## config.mk

```make
export PLATFORM = sky130hd
export DESIGN_NAME = io_out_uart_tx_flat
export DESIGN_NICKNAME = d
export VERILOG_FILES = /design/src/rtl/io_pkg.sv /design/src/rtl/io_out_uart_tx_if.sv /design/src/rtl/sync_fifo.sv /design/src/rtl/io_out_uart_tx.sv /design/src/flat_wrapper.sv
export SDC_FILE = /design/constraint.sdc
export NUM_CORES = 1
export LEC_CHECK = 0
export ABC_AREA = 0
export BUFFER_PORTS_ARGS = -buffer_cell sky130_fd_sc_hd__buf_4
export CAP_MARGIN = 40
export CORE_MARGIN = 4
export CORE_UTILIZATION = 45
export CTS_CLUSTER_DIAMETER = 200
export DETAILED_ROUTE_END_ITERATION = 12
export PLACE_DENSITY = 0.65
export SYNTH_ARGS = -nofsm -noshare
export SYNTH_HDL_FRONTEND = slang
export SYNTH_SLANG_ARGS = --single-unit
```

## constraint.sdc

```tcl
create_clock -name clk -period 3 [get_ports clk]
set_input_delay 0.6 -clock clk [delete_from_list [all_inputs] [get_ports clk]]
set_output_delay 0.6 -clock clk [all_outputs]
set_load 0.03 [all_outputs]
```

## src/rtl/io_pkg.sv

```systemverilog
// -----------------------------------------------------------------------------
// io_pkg
// Shared definitions for the I/O module UART paths (TX now, RX later):
//   uart_state_e          - frame sequencer states
//   UART_DATA_BITS        - data bits per frame (8N1)
//   DEFAULT_CLKS_PER_BIT  - 100 MHz / 115200 baud
//   uart_line_level()     - line level a transmitter drives in a given state
// -----------------------------------------------------------------------------
package io_pkg;

    typedef enum logic [1:0] {
        ST_IDLE  = 2'd0,
        ST_START = 2'd1,
        ST_DATA  = 2'd2,
        ST_STOP  = 2'd3
    } uart_state_e;

    localparam int UART_DATA_BITS       = 8;
    localparam int UART_BIT_IDX_W       = $clog2(UART_DATA_BITS);
    localparam int DEFAULT_CLKS_PER_BIT = 868;

    // Idle and stop are marks (1), start is a space (0), data follows the bit.
    function automatic logic uart_line_level(input uart_state_e st, input logic data_bit);
        logic level;
        case (st)
            ST_START: level = 1'b0;
            ST_DATA:  level = data_bit;
            default:  level = 1'b1;
        endcase
        return level;
    endfunction

endpackage

```

## src/rtl/io_out_uart_tx_if.sv

```systemverilog
// -----------------------------------------------------------------------------
// io_out_uart_tx_if
// Core output-issue handshake.
//   out_issued - core issues one output byte this cycle
//   out_data   - byte in [7:0]; [31:8] carried but ignored by the responder
//   out_stall  - responder cannot accept; core holds issued/data until it drops
// master = core side, slave = output responder side.
// -----------------------------------------------------------------------------
interface io_out_uart_tx_if;

    logic        out_issued;
    logic [31:0] out_data;
    logic        out_stall;

    modport master (output out_issued, output out_data, input out_stall);
    modport slave  (input out_issued, input out_data, output out_stall);

endinterface

```

## src/rtl/sync_fifo.sv

```systemverilog
// -----------------------------------------------------------------------------
// sync_fifo
// Single-clock FIFO with asynchronous active-high reset, reused by TX and RX.
//   clk, rst  - clock, async reset (empties the FIFO)
//   push, din - write din when push and not full
//   pop, dout - dout shows the head; pop advances it when not empty
//   full, empty, count - occupancy, derived from the registered count
// DEPTH must be a power of two >= 2 so the pointers wrap naturally.
// -----------------------------------------------------------------------------
module sync_fifo #(
    parameter int WIDTH = 8,
    parameter int DEPTH = 16
) (
    input  logic                     clk,
    input  logic                     rst,
    input  logic                     push,
    input  logic [WIDTH-1:0]         din,
    input  logic                     pop,
    output logic [WIDTH-1:0]         dout,
    output logic                     full,
    output logic                     empty,
    output logic [$clog2(DEPTH):0]   count
);

    localparam int PTR_W = $clog2(DEPTH);
    localparam int CNT_W = PTR_W + 1;

    logic [WIDTH-1:0] mem_r [DEPTH];
    logic [PTR_W-1:0] wr_ptr_r;
    logic [PTR_W-1:0] rd_ptr_r;
    logic [CNT_W-1:0] count_r;
    logic             push_ok_s;
    logic             pop_ok_s;

    // A push while full is dropped even if a pop happens on the same edge.
    assign full      = (count_r == CNT_W'(DEPTH));
    assign empty     = (count_r == CNT_W'(0));
    assign count     = count_r;
    assign push_ok_s = push & ~full;
    assign pop_ok_s  = pop & ~empty;
    assign dout      = mem_r[rd_ptr_r];

    // Storage array; contents need no reset because count gates every read.
    always_ff @(posedge clk) begin
        if (push_ok_s) begin
            mem_r[wr_ptr_r] <= din;
        end
    end

    // Pointers and occupancy.
    always_ff @(posedge clk or posedge rst) begin
        if (rst) begin
            wr_ptr_r <= PTR_W'(0);
            rd_ptr_r <= PTR_W'(0);
            count_r  <= CNT_W'(0);
        end else begin
            if (push_ok_s) begin
                wr_ptr_r <= wr_ptr_r + PTR_W'(1);
            end
            if (pop_ok_s) begin
                rd_ptr_r <= rd_ptr_r + PTR_W'(1);
            end
            case ({push_ok_s, pop_ok_s})
                2'b10:   count_r <= count_r + CNT_W'(1);
                2'b01:   count_r <= count_r - CNT_W'(1);
                default: count_r <= count_r;
            endcase
        end
    end

endmodule

```

## src/rtl/io_out_uart_tx.sv

```systemverilog
// -----------------------------------------------------------------------------
// io_out_uart_tx
// Buffers bytes issued by the core and sends them as 8N1 UART frames, LSB first.
//   clk, rst   - system clock, asynchronous active-high reset
//   out_if     - core output-issue handshake (slave side); stall = buffer full
//   uart_txd   - serial line, idle high, driven straight from a flop
//   tx_busy    - frame in progress or bytes still queued
//   tx_count   - frames whose stop bit has completed (wraps)
// -----------------------------------------------------------------------------
module io_out_uart_tx
    import io_pkg::*;
#(
    parameter int CLKS_PER_BIT = DEFAULT_CLKS_PER_BIT,
    parameter int FIFO_DEPTH   = 16
) (
    input  logic              clk,
    input  logic              rst,
    io_out_uart_tx_if.slave   out_if,
    output logic              uart_txd,
    output logic              tx_busy,
    output logic [31:0]       tx_count
);

    localparam int TIMER_W = $clog2(CLKS_PER_BIT);
    localparam int CNT_W   = $clog2(FIFO_DEPTH) + 1;
    localparam logic [TIMER_W-1:0]        TIMER_LAST = TIMER_W'(CLKS_PER_BIT - 1);
    localparam logic [UART_BIT_IDX_W-1:0] BIT_LAST   = UART_BIT_IDX_W'(UART_DATA_BITS - 1);

    uart_state_e               state_r, state_next_s;
    logic [TIMER_W-1:0]        timer_r, timer_next_s;
    logic [UART_BIT_IDX_W-1:0] bit_idx_r, bit_idx_next_s;
    logic [7:0]                shift_r, shift_next_s;
    logic                      txd_r, txd_next_s;
    logic [31:0]               tx_count_r;
    logic                      count_inc_s;
    logic                      pop_s;
    logic [7:0]                fifo_dout_s;
    logic                      fifo_full_s;
    logic                      fifo_empty_s;
    logic [CNT_W-1:0]          fifo_count_s;
    logic [23:0]               data_unused_s;

    assign data_unused_s = out_if.out_data[31:8];

    sync_fifo #(
        .WIDTH (8),
        .DEPTH (FIFO_DEPTH)
    ) u_fifo (
        .clk   (clk),
        .rst   (rst),
        .push  (out_if.out_issued),
        .din   (out_if.out_data[7:0]),
        .pop   (pop_s),
        .dout  (fifo_dout_s),
        .full  (fifo_full_s),
        .empty (fifo_empty_s),
        .count (fifo_count_s)
    );

    assign out_if.out_stall = fifo_full_s;
    assign uart_txd         = txd_r;
    assign tx_count         = tx_count_r;
    assign tx_busy          = (state_r != ST_IDLE) | (fifo_count_s != CNT_W'(0));

    // Frame sequencer: next state, bit timer, bit index, byte load and pops.
    always_comb begin
        state_next_s   = state_r;
        timer_next_s   = timer_r;
        bit_idx_next_s = bit_idx_r;
        shift_next_s   = shift_r;
        pop_s          = 1'b0;
        count_inc_s    = 1'b0;
        case (state_r)
            ST_IDLE: begin
                timer_next_s   = TIMER_W'(0);
                bit_idx_next_s = UART_BIT_IDX_W'(0);
                if (!fifo_empty_s) begin
                    pop_s        = 1'b1;
                    shift_next_s = fifo_dout_s;
                    state_next_s = ST_START;
                end else begin
                    state_next_s = ST_IDLE;
                end
            end
            ST_START: begin
                if (timer_r == TIMER_LAST) begin
                    timer_next_s   = TIMER_W'(0);
                    bit_idx_next_s = UART_BIT_IDX_W'(0);
                    state_next_s   = ST_DATA;
                end else begin
                    timer_next_s = timer_r + TIMER_W'(1);
                end
            end
            ST_DATA: begin
                if (timer_r == TIMER_LAST) begin
                    timer_next_s = TIMER_W'(0);
                    if (bit_idx_r == BIT_LAST) begin
                        state_next_s = ST_STOP;
                    end else begin
                        bit_idx_next_s = bit_idx_r + UART_BIT_IDX_W'(1);
                    end
                end else begin
                    timer_next_s = timer_r + TIMER_W'(1);
                end
            end
            ST_STOP: begin
                if (timer_r == TIMER_LAST) begin
                    timer_next_s = TIMER_W'(0);
                    count_inc_s  = 1'b1;
                    // Chain straight into the next start bit so queued frames have no gap.
                    if (!fifo_empty_s) begin
                        pop_s          = 1'b1;
                        shift_next_s   = fifo_dout_s;
                        bit_idx_next_s = UART_BIT_IDX_W'(0);
                        state_next_s   = ST_START;
                    end else begin
                        state_next_s = ST_IDLE;
                    end
                end else begin
                    timer_next_s = timer_r + TIMER_W'(1);
                end
            end
            default: begin
                state_next_s = ST_IDLE;
                timer_next_s = TIMER_W'(0);
            end
        endcase
        // Line level is computed from the next state so the flop shows it on entry.
        txd_next_s = uart_line_level(state_next_s, shift_next_s[bit_idx_next_s]);
    end

    // Sequencer registers, output line flop and transmitted-frame counter.
    always_ff @(posedge clk or posedge rst) begin
        if (rst) begin
            state_r    <= ST_IDLE;
            timer_r    <= TIMER_W'(0);
            bit_idx_r  <= UART_BIT_IDX_W'(0);
            shift_r    <= 8'd0;
            txd_r      <= 1'b1;
            tx_count_r <= 32'd0;
        end else begin
            state_r   <= state_next_s;
            timer_r   <= timer_next_s;
            bit_idx_r <= bit_idx_next_s;
            shift_r   <= shift_next_s;
            txd_r     <= txd_next_s;
            if (count_inc_s) begin
                tx_count_r <= tx_count_r + 32'd1;
            end
        end
    end

endmodule

```

## src/flat_wrapper.sv

```systemverilog
// flat-port wrapper written by rule: the top's interface ports become plain ports
module io_out_uart_tx_flat import io_pkg::*;
#(
    parameter int CLKS_PER_BIT = DEFAULT_CLKS_PER_BIT,
    parameter int FIFO_DEPTH   = 16
)
  (clk, rst, uart_txd, tx_busy, tx_count, out_if_out_issued, out_if_out_data, out_if_out_stall);
  io_out_uart_tx_if out_if_i ();
  input  logic clk;
  input  logic rst;
  output logic uart_txd;
  output logic tx_busy;
  output logic [31:0] tx_count;
  input wire logic [$bits(out_if_i.out_issued)-1:0] out_if_out_issued;
  input wire logic [$bits(out_if_i.out_data)-1:0] out_if_out_data;
  output wire logic [$bits(out_if_i.out_stall)-1:0] out_if_out_stall;
  assign out_if_i.out_issued = out_if_out_issued;
  assign out_if_i.out_data = out_if_out_data;
  assign out_if_out_stall = out_if_i.out_stall;
  io_out_uart_tx #(.CLKS_PER_BIT(CLKS_PER_BIT), .FIFO_DEPTH(FIFO_DEPTH)) u_core (.clk(clk), .rst(rst), .out_if(out_if_i), .uart_txd(uart_txd), .tx_busy(tx_busy), .tx_count(tx_count));
endmodule
```

Word-level counts from Yosys, hierarchy flattened
Memories as Yosys holds them, arrays and structs flattened.
Index checks and enable logic that the tools add are counted.
{"block": "word_totals", "out_inout_bits": 35, "ramBits": 128, "input_bits": 35, "regBits": 69, "mem_count": 1, "word_cells": 67}
{"name": "u_core.u_fifo.mem_r", "words": 16, "word_bits": 8, "rd": 1, "rd_clocked_by_memory_dff": 0, "wr": 1, "line_no": "sync_fifo.sv:28", "rtl": "logic [WIDTH-1:0] mem_r [DEPTH];"}
{"block": "op_classes", "order_cmp": 1, "muxes": 28, "n_eq_ne": 10, "bitwise": 5, "addsub": 7, "reduce_logical": 6}
{"operator": "$add 32x1->32 const B", "n": 1}
{"operator": "$pmux 10 s2", "n": 1}
{"operator": "$mux 8", "n": 2}
{"operator": "$pmux 8 s2", "n": 1}
{"operator": "$mux 3", "n": 5}
{"operator": "$pmux 3 s4", "n": 1}
{"operator": "$add 10x1->10 const B", "n": 1}
{"operator": "$eq 10x10->1 const B", "n": 1}
{"operator": "$mux 10", "n": 1}
{"operator": "$pmux 5 s2", "n": 1}
{"operator": "$add 4x1->4 const B", "n": 2}
{"operator": "$eq 2x2->1 const B", "n": 4}
{"operator": "$mux 1", "n": 8}
{"operator": "$mux 2", "n": 4}
{"operator": "$pmux 2 s4", "n": 1}
{"operator": "$eq 2x1->1 const B", "n": 3}
{"operator": "$add 5x1->5 const B", "n": 1}
{"operator": "$eq 5x5->1 const B", "n": 1}
{"operator": "$logic_not 5->1", "n": 1}
{"operator": "$reduce_bool 5->1", "n": 1}
{"operator": "$sub 5x1->5 const B", "n": 1}
{"operator": "$lt 3x4->1 const B", "n": 1}
{"operator": "$pmux 1 s2", "n": 2}
{"operator": "$reduce_bool 2->1", "n": 2}
{"operator": "other kinds (8)", "n": 10}

Longest topological paths before layout
{"block": "depth", "ltp_word": 7, "ltp_mapped": 14}

Cells and area by module
A second synthesis with hierarchy kept.
{"block": "hier_totals", "hier_cells": 577, "hier_area_um2": 8476.9}
{"mod": "sync_fifo", "instances": 1, "seq_area_each_um2": 4169.0, "area_per_inst_um2": 5796.8, "cells_per_inst": 333}
{"mod": "io_out_uart_tx", "instances": 1, "seq_area_each_um2": 1402.6, "area_per_inst_um2": 2680.1, "cells_per_inst": 244}

Worst setup path before layout
No wires, ideal clock.
{"block": "synth_timing", "path_kind": "register to register", "from": "reg u_core.timer_r[0]", "to": "reg u_core.u_fifo.count_r[4] (netlist: u_core.u_fifo.count[4])", "path_stages_with_launch": 15, "setup_ns": 0.123, "required_time_ns": 2.877, "period_less_slack_ns": 2.968, "t_arrival_ns": 2.846, "path_slack_ns": 0.032, "path_cell_list": "dfrtp_1 ha_1 nor3b_2 nand4_2 a211oi_2 buf_4 ha_1 inv_1 fa_1 inv_1 a21o_1 a21oi_1 xnor2_1 nor2_1 xnor2_1"}
{"block": "synth_via", "elab_chain_cells": 6, "word_cells_on_any_way": 8}
{"element": "start: declaration", "line_no": "io_out_uart_tx.sv:30", "rtl": "logic [TIMER_W-1:0] timer_r, timer_next_s;"}
{"element": "start signal: assignment", "line_no": "io_out_uart_tx.sv:143", "rtl": "timer_r <= timer_next_s;"}
{"element": "$eq 10x10->1 (*)", "line_no": "io_out_uart_tx.sv:107", "rtl": "if (timer_r == TIMER_LAST) begin"}
{"element": "$mux 1 (*)", "line_no": "io_out_uart_tx.sv:107"}
{"element": "$pmux 1 s2 (*)", "line_no": "io_out_uart_tx.sv:73", "rtl": "case (state_r)"}
{"element": "$and 1x1->1 (*)", "line_no": "sync_fifo.sv:40", "rtl": "assign pop_ok_s = pop & ~empty;"}
{"element": "named net u_core.u_fifo.pop_ok_s", "line_no": "sync_fifo.sv:33", "rtl": "logic pop_ok_s;"}
{"element": "$eq 2x1->1 / $eq 2x2->1 (equally long branches)", "line_no": "sync_fifo.sv:63", "rtl": "case ({push_ok_s, pop_ok_s})"}
{"element": "$pmux 5 s2 / $reduce_bool 2->1 (equally long branches)"}
{"element": "end signal: assignment", "line_no": "sync_fifo.sv:64", "rtl": "2'b10: count_r <= count_r + CNT_W'(1);"}
{"element": "end signal: assignment", "line_no": "sync_fifo.sv:65", "rtl": "2'b01: count_r <= count_r - CNT_W'(1);"}
{"element": "end signal: assignment", "line_no": "sync_fifo.sv:66", "rtl": "default: count_r <= count_r;"}
{"element": "end: declaration", "line_no": "sync_fifo.sv:31", "rtl": "logic [CNT_W-1:0] count_r;"}
Mark *: on every way through the listed nets, which the timed path passes. The rest lies on a longest branch.
A chain may end at the register's enable or synchronous reset.

Worst setup path in the final report
{"block": "layout_timing", "from": "reg u_core.timer_r[0]", "to": "reg u_core.u_fifo.count_r[4] (netlist: u_core.u_fifo.count[4])"}
{"block": "layout_via", "elab_chain_cells": 6, "word_cells_on_any_way": 8}
{"element": "$eq 10x10->1 (*)", "line_no": "io_out_uart_tx.sv:107"}
{"element": "$mux 1 (*)", "line_no": "io_out_uart_tx.sv:107"}
{"element": "$pmux 1 s2 (*)", "line_no": "io_out_uart_tx.sv:73"}
{"element": "$and 1x1->1 (*)", "line_no": "sync_fifo.sv:40"}
{"element": "$eq 2x1->1 / $eq 2x2->1 (equally long branches)", "line_no": "sync_fifo.sv:63"}
{"element": "$pmux 5 s2 / $reduce_bool 2->1 (equally long branches)"}
Mark *: on every way between the ends. The rest lies on a longest branch, timed or not.

==> metrics.md <==
| Metric | Value |
|---|---|
| Outcome | finished, final reports clean |
| Dominant cell by count in the synthesized netlist | edfxtp_1 |
| Hold buffers post-CTS | 0 |
| Summed instance area of the synthesized netlist | 8340 µm² |
| Fillcell total | 1433 |
| Largest voltage drop on the vdd net | around 0.45 mV |
| RePlAce Congestion | ~0.83 |
| Largest clock skew in the final design | 9.27 ps |
| Effective utilization at floorplan | 46.1% |
| Post-CTS Setup Inserts | 0 |
| Category of the most critical setup path | reg -> reg |
| Tot GR Track Use | 15.7% |
| Max-slew violation total from the final report | 0 |
| Post-synth ARST share | 35.0% |
| Simple-Gate Fraction of Synth Area | ~8.5% |
| Max Cap Violations | 0 |
| Number of remaining DRC errors | 0 |
| Measured slew at the worst slew-check pin | around 710 ps |
| Final critical-path required period | 2750 ps |
| Drt total wl | 15400 µm |
| Power density of the placed cells | between 600 and 700 nW/µm² |
| Leakage power total | 3.87 nW |
| Clock slew at the register clock pins of the worst setup and hold paths | 70 ps |
| Total half-perimeter wirelength after legalization and detailed placement | 10700 µm |
| Core area | 18100 µm² |
| Number of cells produced by synthesis | 544 |
| Xor and xnor area share after synthesis | 5.25% |
| Netlist cell types | 54 |
| First-pass GRT wire length | 25200 µm |
| Clock Sink Count | 197 |
| RSZ-0062 raised after global routing | no |
| Flip-flop and latch count after synthesis | 197 |
| Final count of negative-setup-slack endpoints | 0 |
| Maximum clock insertion buffer count | 2 |
| Commonest cells in the netlist | edfxtp_1, dfrtp_1, xnor2_1 |
| Critical path data arrival time | 3070 ps |
| Rel. slew slack | 52.6% |
| Crit end category | register |
| Proportion of netlist area held by the largest area contributor | 46.1% |
| Combinational family with the most area after synthesis | multiplexers |
| Synth area leaders | edfxtp_1, dfrtp_1, mux4_2, xnor2_1, ha_1 |
| DIE AREA | a little over 20000 µm² |
| Number of nets produced by synthesis | approximately 600 |
| Total CTS buffers | 17 |
| Remaining antenna violation count | 0 |
| Largest net degree at the start of global routing | 62 |
| Inserted Diodes | 0 |
| Average detailed-routed wire length per instance | 18.0 µm |
| Fraction of final layout cells with drive strength greater than 1 | between 20 and 25% |
| Clock root buffer | clkbuf_16 |
| Final cycle utilization of the critical path | 91.6% |
| Final net count | 668 |
| Crit start category | register |
| Post-synthesis area per instance | 15.3 µm² |
| Number of optimization iterations in the first detailed-route pass | 4 |
| Total of warnings raised by yosys | 0 |
| Number of standard-cell rows in the floorplan | between 40 and 50 |
| Final Instance Count excl. Fillers | 858 |
| Drt first-iter violations | around 220 |
| Initial antenna violation count | 0 |
| Io pins | 70 |
| Remaining Overflow, GRT | 0 |
| Compound-cell area share of the yosys netlist | 4.66% |
| Number of synthesized flops with an enable pin | 128 |
| Number of H-tree branching levels | 4 |
| TritonCTS clock tree | done |
| Slack of the worst reg-to-reg path | 250 ps |
| Worst EP required | between 3000 and 4000 ps |
| Hold crit path type | in -> async |
| Vias in the first global route | roughly 4.9k |
| Placed cell count | approximately 830 |
| Horiz. Die Dim | 144 µm |
| Final-layout setup total negative slack | 0 ps |
| Sequential area share after synthesis | 66.8% |
| Signed area change from the synthesized netlist to the final layout | 17.0% |
| Via/cell ratio | 5.41 |
| Share of cell area taken by muxes after synthesis | 9.79% |
| Count of instances resized after the clock tree is built | 0 |
| Cell type contributing the most total cell area after synthesis | edfxtp_1 |
| Via Count | approximately 4.6k |
| Clock Latency Late Sink | 430 ps |
| Peak clock frequency supported by timing | 0.364 GHz |
| Prevailing post-synth register cell | edfxtp_1 |
| Input/output buffers | 45 |
| Die height | 144 µm |
| Final Hold Vio Count | 0 |
| Maximum net fanout on the critical path | 4 |
| Power Total | ~6.2 mW |
| Adder and majority gate portion of the synthesized area | 2.64% |
## final timing paths
check	cells past startpoint	startpoint	endpoint
max	13	u_core.timer_r[0]	u_core.u_fifo.count[4]
min	2	rst	u_core.tx_count[30]
max reg2reg	13	u_core.timer_r[0]	u_core.u_fifo.count[4]
min reg2reg	1	u_core.timer_r[0]	u_core.timer_r[0]
max in group asynchronous	3	rst	u_core.uart_txd
min in group clk	1	out_if_out_data[6]	u_core.u_fifo.mem_r[9][6]
## final cells by class
type	count	area, µm²	share of cell area [%]
Inverter	21	78.8	0.808
Multi-Input combinational cell	307	2590	26.5
Clock buffer	17	425	4.36
Clock inverter	15	215	2.20
Timing Repair Buffer	72	591	6.05
Sequential cell	197	5570	57.1
Tap cell	229	287	2.94
## registers in the layout, summed over array words and instances (netlist names)
register and cells:
u_core.bit_idx_r 3, u_core.shift_r 8, u_core.state_r 2, u_core.timer_r 10, u_core.tx_count 32, u_core.u_fifo.count 5
u_core.u_fifo.mem_r 128, u_core.u_fifo.rd_ptr_r 4, u_core.u_fifo.wr_ptr_r 4, u_core.uart_txd 1
## critical path, stage by stage (launching register included)
cell and delay [ps]:
dfrtp_1 390, ha_1 220, nor3b_2 240, nand4_2 180, a211oi_4 320, ha_4 200
inv_1 70, fa_1 410, inv_1 70, a21o_1 100, a21oi_1 70, xnor2_1 180
nor2_1 70, xnor2_1 120
## where the power goes
| part | internal [mW] | leakage [nW] | total [mW] | switching (mW) |
|---|---|---|---|---|
| sequential | 3.13 | 2.06 | 3.23 | 0.103 |
| clock | 1.35 | 0.306 | 2.42 | 1.06 |
| combinational | 0.222 | 1.51 | 0.571 | 0.349 |
| total | 4.70 | 3.87 | 6.22 | 1.52 |
## layer usage
layer | part of all wire, % | vias up | track usage, %
met2 | 51 | 101 | 27.1
li1 | - | 2187 | -
met5 | 0 | - | 0
met3 | 3.8 | 21 | 2.98
met4 | 1.6 | 0 | 5.60
met1 | 44 | 2333 | 20.0
## kinds of logic (layout without fill, tap and decap cells)
kind of cell | after synthesis | count (layout)
flip-flops | 197 | 197
AND/OR/NAND/NOR | 142 | 142
AO/OA/AOI/OAI | 52 | 52
XOR/XNOR | 50 | 50
multiplexers | 46 | 46
buffers and inverters | 40 | 125
adder cells (fa/ha/maj) | 17 | 17
## metrics by stage
stage / cell area (µm²) / worst slack, ps / utilization, % / hold WS, ps
after floorplan: 8340 / 31.9 / - / 455
after global placement: 9100 / 262 / 50.3 / 462
after detailed placement: 9100 / 190 / 50.3 / 485
after CTS: 9740 / 162 / 53.9 / 66.0
after global routing: 9760 / 22.6 / 54.0 / 74.7
final: 9760 / 253 / 54.0 / 80.7
## placed cells by master, fill, tap and decap left out, types with 4 or more instances in the layout
cell       netlist  routed
edfxtp_1       128     128
buf_4            2      68
dfrtp_1         68      67
xnor2_1         39      39
nand2_1         34      34
nor2_1          33      33
nand3_1         28      28
mux4_2          23      23
inv_1           21      20
clkbuf_16        0      17
mux2i_1         16      16
ha_1            16      15
xor2_1          11      11
nand4_1         10      10
a22o_1           8       8
o21ai_0          8       8
and3_1           7       7
nor3_1           7       7
a22oi_1          7       7
and2_1           6       6
a221oi_1         6       6
a21o_1           4       4
a21oi_1          4       4
mux4_1           4       4
buf_12           1       4
Note: power is estimated with default switching activity, not from simulation.
